File: config.mk
export PLATFORM = sky130hd
export DESIGN_NAME = guess_entry
export DESIGN_NICKNAME = d
export VERILOG_FILES = /design/src/rtl/mastermind_pkg.sv /design/src/rtl/btn_edge.sv /design/src/rtl/guess_entry.sv
export SDC_FILE = /design/constraint.sdc
export NUM_CORES = 1
export LEC_CHECK = 0
export BUFFER_PORTS_ARGS = -buffer_cell sky130_fd_sc_hd__buf_2
export CAP_MARGIN = 20
export CORE_AREA = 2 2 60 62
export CTS_CLUSTER_SIZE = 24
export DETAILED_ROUTE_END_ITERATION = 7
export DIE_AREA = 0 0 62 64
export PLACE_DENSITY_LB_ADDON = 0.2
export SLEW_MARGIN = 10
export SYNTH_ARGS = -nofsm -noshare
export SYNTH_HDL_FRONTEND = slang
export SYNTH_HIERARCHICAL = 1
export SYNTH_SLANG_ARGS = --single-unit
export TNS_END_PERCENT = 50
File: constraint.sdc
create_clock -name clk -period 5 [get_ports clk]
set_input_delay 1 -clock clk [delete_from_list [all_inputs] [get_ports clk]]
set_output_delay 1 -clock clk [all_outputs]
set_load 0.02 [all_outputs]
File: src/rtl/mastermind_pkg.sv
// mastermind_pkg: shared game dimensions for guess entry, history store and scorer.
package mastermind_pkg;
    localparam int NUM_PEGS   = 4;
    localparam int PEG_W      = 3;
    localparam int NUM_COLORS = 6;
    localparam int MAX_TURNS  = 8;
    // wide enough to hold MAX_TURNS itself, so the final turn count is visible
    localparam int TURN_W     = $clog2(MAX_TURNS + 1);
endpackage

File: src/rtl/btn_edge.sv
// btn_edge: rising-edge press detector; history resets high so a held button is not a press.
module btn_edge (
    input  logic clk,
    input  logic reset,
    input  logic btn,
    output logic press
);
    logic btn_q;
    always_ff @(posedge clk or posedge reset)
        if (reset) btn_q <= 1'b1;
        else       btn_q <= btn;
    assign press = btn & ~btn_q;
endmodule

File: src/rtl/guess_entry.sv
// guess_entry: builds a 4-peg guess from buttons and emits one registered commit pulse per select.
module guess_entry
    import mastermind_pkg::*;
(
    input  logic              clk,
    input  logic              reset,
    input  logic              mode,
    input  logic              btn_up,
    input  logic              btn_down,
    input  logic              btn_left,
    input  logic              btn_right,
    input  logic              btn_select,
    output logic [PEG_W-1:0]  guess0,
    output logic [PEG_W-1:0]  guess1,
    output logic [PEG_W-1:0]  guess2,
    output logic [PEG_W-1:0]  guess3,
    output logic              commit,
    output logic [1:0]        cursor,
    output logic [TURN_W-1:0] turn,
    output logic              game_over
);
    logic [4:0] btns, press;
    logic [NUM_PEGS-1:0][PEG_W-1:0] pegs;
    logic [PEG_W-1:0] cur_peg, peg_up, peg_dn;
    logic active, do_sel, do_col, do_cur;
    assign btns = {btn_select, btn_right, btn_left, btn_down, btn_up};
    for (genvar i = 0; i < 5; i++) begin : g_btn
        btn_edge u_edge (.clk(clk), .reset(reset), .btn(btns[i]), .press(press[i]));
    end
    assign game_over = (turn == TURN_W'(MAX_TURNS));
    assign active    = ~mode & ~game_over;
    // select wins outright; any up/down press blocks cursor movement that cycle
    assign do_sel = active & press[4];
    assign do_col = active & ~press[4] & (press[0] ^ press[1]);
    assign do_cur = active & ~press[4] & ~(press[0] | press[1]) & (press[2] ^ press[3]);
    assign cur_peg = pegs[cursor];
    assign peg_up  = (cur_peg == PEG_W'(NUM_COLORS - 1)) ? '0 : cur_peg + PEG_W'(1);
    assign peg_dn  = (cur_peg == '0) ? PEG_W'(NUM_COLORS - 1) : cur_peg - PEG_W'(1);
    always_ff @(posedge clk or posedge reset)
        if (reset) begin
            pegs   <= '0;
            cursor <= '0;
            turn   <= '0;
            commit <= 1'b0;
        end else begin
            commit <= do_sel;
            if (do_sel) begin
                turn   <= turn + TURN_W'(1);
                cursor <= '0;
            end else if (do_col) begin
                pegs[cursor] <= press[0] ? peg_up : peg_dn;
            end else if (do_cur) begin
                cursor <= press[3] ? cursor + 2'd1 : cursor - 2'd1;
            end
        end
    assign guess0 = pegs[0];
    assign guess1 = pegs[1];
    assign guess2 = pegs[2];
    assign guess3 = pegs[3];
endmodule
==> results.json, run 1 <==
{
  "syn-instance-count": 116,
  "yosys-top-cells-area": "dfrtp_1 37%, dfstp_2 10%, nor2b_4 5.4%, mux4_2 5.3%, inv_1 4.7%",
  "tightest_slew_ns": 0.746,
  "synth_edf_count": 0,
  "antenna_found_initial": 0,
  "outcome": "completed",
  "grt_pass1_wl_mm": 4.00,
  "synth_top_area_share_pct": 37.4,
  "wl_mm": 2.55,
  "ys_seq_area_share_pct": 47.7,
  "cts.root.buffer_cell": "clkbuf_4",
  "first_pass_iters": 4,
  "clk_path_buf_depth": 2,
  "required_ns": 5.20,
  "path_delay_family": "simple AND/OR/NAND/NOR gates",
  "grt_max_degree": 20,
  "ant_nets": 0,
  "cts_buffers": 3,
  "vdd.ir_drop.worst_uv": 299,
  "start_util_pct": 38.7,
  "setup.worst_path.end_class": "flip-flop",
  "synthArstFlopShare_pct": 100,
  "cts_tree": "yes",
  "grt_overflow_total": 0,
  "grt_pass1_vias": 856,
  "power.density_nw_per_um2": 604,
  "synth_cell_types": 31,
  "drtIter0Drc": 58,
  "gp_congestion": 0.798,
  "critPathMaxStageDelay_ns": 0.43,
  "power_switching_mw": 0.410,
  "htreeDepth": 1,
  "ys_warn_count": 6,
  "die_h_um": 64,
  "cts_setup_buffers": 0,
  "p_int_mw": 0.476,
  "synth_seq_cells": 24,
  "dr_total_vias": 965,
  "die-area_um2": 3970,
  "fin_nets": 157,
  "fin_tns_setup_ns": 0,
  "clock_sinks": 24,
  "final_common_cell": "buf_2",
  "max_freq_ghz": 0.367,
  "io_buffers": 27,
  "clk_pin_slew_ns": 0.13,
  "rsz0062_at_grt": "no",
  "hold_class": "reg -> reg",
  "skew_ns": 0.00661,
  "diodes": 0,
  "power_frac_seq_pct": 38.6,
  "clockPowerShare_pct": 9.9,
  "clkLatencyLatePin_ns": 0.32,
  "ioPinCount": 28,
  "cts-resized-gates": 0,
  "core_area_um2": 3280,
  "drv_cap": 0,
  "synth_top_area_cell": "dfrtp_1",
  "worstPathMaxFanout": 7,
  "worstSetupStartpointType": "input pin",
  "switching_share_pct": 46.3,
  "final-max-slew-violation-count": 0,
  "syn_area_per_cell_um2": 11.0,
  "vias_per_cell": 5.05,
  "critPathKind": "in -> reg",
  "share_comb_of_total_power_pct": 51.5,
  "relSlewSlack_pct": 50.2,
  "routedWlPerCell_um": 13.3,
  "hpwl_mm": 1.94,
  "setup_viol": 0,
  "cts_hold_buf": 0,
  "drc": 0,
  "mostFrequentLayoutCells": "27 x buf_2, 19 x dfrtp_1, 16 x inv_1",
  "syn2layout_area_growth_pct": 15.5,
  "drive_gt1_share_pct": 32.4,
  "layout_worst_path_cycle_share_pct": 54.5,
  "synth_ff_type": "dfrtp_1",
  "utilization_pct": 44.7,
  "crit_slowest_cell": "nor4bb_1",
  "die_w_um": 62,
  "cp_data_arrival_time_ns": 2.93,
  "syn-num-nets": 127,
  "finalCriticalPeriod_ns": 2.73,
  "finalHoldViolations": 0,
  "cp_cell_sequence": "buf_2, nor2b_4, inv_1, ha_1, nor4bb_1, nand3_1, nor4_1, nor3_1",
  "syn_area_um2": 1270,
  "path_buf_inv": 2,
  "grt_usage_pct": 13.5,
  "row_count": 21,
  "leakagePower_nw": 0.700
}
[synthesized netlist by cell type (3+ instances only)]
cell and count:
dfstp_2 5, mux4_2 3, inv_1 16, o31ai_1 5, nor4_1 5, nand3b_1 3, xnor2_1 4, dfrtp_1 19
a221oi_1 3, nor2_1 5, nor2b_4 5, nand2_1 10, ha_1 3, o21ai_0 7
[per-stage QoR]
stage	power [mW]	instance area (um^2)	std cells	hold WS, ns	setup slack [ns]
final	0.886	1470	191	0.509	2.27
after detailed placement	0.806	1440	187	0.489	1.94
after floorplan	0.680	1270	116	0.596	2.31
after global placement	0.801	1440	187	0.481	2.07
after global routing	0.957	1470	191	0.547	2.16
after CTS	0.897	1470	191	0.512	2.30
[flip-flops by register name, summed over array words and instances (netlist names)]
| name | cells |
|---|---|
| commit | 1 |
| g_btn.u_edge/btn_q | 5 |
| guess0 | 3 |
| guess3 | 3 |
| guess1 | 3 |
| turn | 4 |
| cursor | 2 |
| guess2 | 3 |
[final timing paths]
| check | start | endpoint | slack (ns) | cells after the start |
|---|---|---|---|---|
| setup / recovery | btn_up | guess3[2] | 2.27 | 8 |
| hold / removal | turn[3] | turn[3] | 0.51 | 1 |
| setup reg to reg | g_btn[0].u_edge/btn_q | guess3[2] | 2.68 | 7 |
| hold reg to reg | turn[3] | turn[3] | 0.51 | 1 |
| max in group asynchronous | reset | guess2[0] | 3.69 | 2 |
| min in group asynchronous | reset | g_btn[2].u_edge/btn_q | 0.70 | 2 |
[layer usage]
layer,global-route usage [%],vias up,wire length [um]
li1,-,471,-
met2,19.9,28,1190
met4,2.39,0,17
met1,19.1,464,1210
met3,4.86,2,132
met5,0,-,0
[layout make-up]
type	instances	area [um^2]
flip-flops and latches	24	607
repair buffers	27	135
inverters	16	60.1
clock buffers	4	26.3
well taps	46	57.6
fillers	319	1820
multi-input cells	74	582
[power groups by stage]
stage / Sequential, mW / Clock (mW) / Combinational [mW]
3_3_place_gp: 0.346 / 0 / 0.455
5_1_grt: 0.356 / 0.102 / 0.499
6_report: 0.342 / 0.0874 / 0.457
3_5_place_dp: 0.348 / 0 / 0.458
4_1_cts: 0.345 / 0.0920 / 0.459
2_1_floorplan: 0.408 / 0 / 0.272
[kinds of logic after synthesis]
| kind of cell | count (synthesis) | synth area share, % |
|---|---|---|
| fa+ha+maj | 3 | 2.95 |
| mux | 3 | 5.31 |
| simple gates | 42 | 22.8 |
| buf+inv | 18 | 6.50 |
| compound gates | 21 | 11.2 |
| xor+xnor | 5 | 3.44 |
| flops | 24 | 47.7 |
Note: power is estimated with default switching activity, not from simulation.
==> run 2, diff against run 1 <==
- clock period: 5 -> 2.6 ns (I/O delays scaled with it)
==> run 2 against run 1 <==
Sequential power up 93%. Via count down 1.7%. Sequential share of layout area down 0.93 points. Combinational power up 92%. Highest routed layer unchanged. Critical path type is now reg -> reg. Clock power rose to 3.2 times the previous value. Register-to-register slack worse by 2.3 ns. Cell area up 2.3%. Clock-buffer cell count down 1. Critical endpoint unchanged. Total power up 110%. Non-clock buffer count up 1.
==> results.json, run 2 (synthesized netlist as in run 1, its figures left out) <==
{
  "outcome": "completed",
  "fin_tns_setup_ns": 0,
  "crit_end": "guess3[2]",
  "mostFrequentLayoutCells": "27 x buf_2, 19 x dfrtp_1, 16 x inv_1",
  "power.total_mw": 1.82,
  "grt_overflow_total": 0,
  "clk_path_buf_depth": 2,
  "dp.cells": 188,
  "leakagePower_nw": 0.718,
  "grt_usage_pct": 14.2,
  "cts_tree": "yes",
  "drive_gt1_share_pct": 33.6,
  "power.density_nw_per_um2": 1210,
  "vias_per_cell": 4.94,
  "hold_class": "in -> async",
  "final_area_um2": 1500,
  "rr_endpoint": "guess3[2]",
  "clock_sinks": 24,
  "stdcell_count": 192,
  "routedWlPerCell_um": 13.3,
  "final_common_cell": "buf_2",
  "die_h_um": 64,
  "placement.cell_area_um2": 1450,
  "r2r_cells": 7,
  "top_register": "g_btn.u_edge/btn_q",
  "io_buffers": 27,
  "clockPowerShare_pct": 15.3,
  "fin_nets": 158,
  "cts-resized-gates": 0,
  "hpwl_mm": 1.86,
  "reg2reg_slack_ns": 0.37,
  "grt_pass1_wl_mm": 4.20,
  "p_int_mw": 1.01,
  "grt_pass1_vias": 906,
  "skew_ns": 0.00791,
  "htreeDepth": 1,
  "cts_hold_buf": 0,
  "antenna_found_initial": 0,
  "finalCriticalPeriod_ns": 2.23,
  "wl_mm": 2.56,
  "cp_data_arrival_time_ns": 2.45,
  "power_frac_seq_pct": 36.3,
  "grt_max_degree": 20,
  "ioPinCount": 28,
  "die_w_um": 62,
  "first_pass_iters": 4,
  "top_regs": "g_btn.u_edge/btn_q (5), turn (4)",
  "cts_setup_buffers": 0,
  "cts_buffers": 3,
  "core_area_um2": 3280,
  "start_util_pct": 38.7,
  "rr_startpoint": "g_btn[0].u_edge/btn_q",
  "setup.worst_path.end_class": "flip-flop",
  "switching_share_pct": 44.3,
  "ant_nets": 0,
  "row_count": 21,
  "drv_cap": 0,
  "power_switching_mw": 0.805,
  "crit_path_start": "g_btn[0].u_edge/btn_q",
  "relSlewSlack_pct": 51.3,
  "syn2layout_area_growth_pct": 18.1,
  "drc": 0,
  "gp_congestion": 0.776,
  "worstPathMaxFanout": 7,
  "cts.root.buffer_cell": "clkbuf_4",
  "dr_total_vias": 949,
  "layout_worst_path_cycle_share_pct": 85.6,
  "die-area_um2": 3970,
  "tightest_slew_ns": 0.730,
  "worstSetupStartpointType": "flip-flop",
  "critPathKind": "reg -> reg",
  "clk_pin_slew_ns": 0.13,
  "clkLatencyLatePin_ns": 0.33,
  "setup_viol": 0,
  "finalHoldViolations": 0,
  "largest_reg_flops": 5,
  "drtIter0Drc": 39,
  "max_freq_ghz": 0.449,
  "rsz0062_at_grt": "no",
  "final-max-slew-violation-count": 0,
  "vdd.ir_drop.worst_uv": 437,
  "share_comb_of_total_power_pct": 48.4,
  "diodes": 0,
  "required_ns": 2.82
}
[run 2: cell count changes in the layout (fill, tap and decap cells not counted)]
cell / change
buf_4: +1
clkbuf_1: -1
bufinv_16: +1
[run 2: how the worst min path moves through the flow]
stage,slack [ns],from,endpoint
after floorplan,0.41,reset,g_btn[0].u_edge/btn_q
after global routing,0.21,reset,g_btn[2].u_edge/btn_q
after CTS,0.21,reset,g_btn[2].u_edge/btn_q
final,0.21,reset,g_btn[2].u_edge/btn_q
after detailed placement,0.49,guess0[1],guess0[1]
after global placement,0.48,guess1[1],guess1[1]
[run 2: area by class of cell]
class,count,area [um^2]
Timing Repair Buffer,28,143
Tap cell,46,57.6
Multi-Input combinational cell,74,582
Clock buffer,3,22.5
Fill cell,295,1780
Clock inverter,1,30.0
Sequential cell,24,607
Inverter,16,60.1
[run 2: worst max-delay path, cell delays in order, from the launching register on]
cell,delay (ns)
dfstp_2,0.40
nor2b_4,0.19
inv_1,0.08
ha_1,0.31
nor4bb_1,0.46
nand3_1,0.27
nor4_1,0.34
nor3_1,0.07
[run 2: stage by stage]
stage | hold slack [ns] | setup WS, ns | util (%)
floorplan | 0.410 | 0.394 | -
global placement | 0.485 | 0.232 | 44.1
detailed placement | 0.493 | 0.111 | 44.1
CTS | 0.209 | 0.379 | 45.7
global route | 0.209 | 0.223 | 45.7
finish | 0.215 | 0.375 | 45.7
[run 2: power by group through the flow]
stage / clock (mW) / sequential, mW / combinational (mW)
2_1_floorplan: 0 / 0.785 / 0.522
3_3_place_gp: 0 / 0.665 / 0.872
3_5_place_dp: 0 / 0.668 / 0.877
4_1_cts: 0.283 / 0.662 / 0.879
5_1_grt: 0.296 / 0.688 / 0.973
6_report: 0.277 / 0.660 / 0.879
[run 2: routing by layer]
metal  global-route usage, %  vias to the layer above  wire length [um]
li1                        -                      473                 -
met1                    20.9                      446              1280
met2                    20.1                       25              1140
met3                    2.43                        5                87
met4                    6.12                        0                42
met5                       0                        -                 0
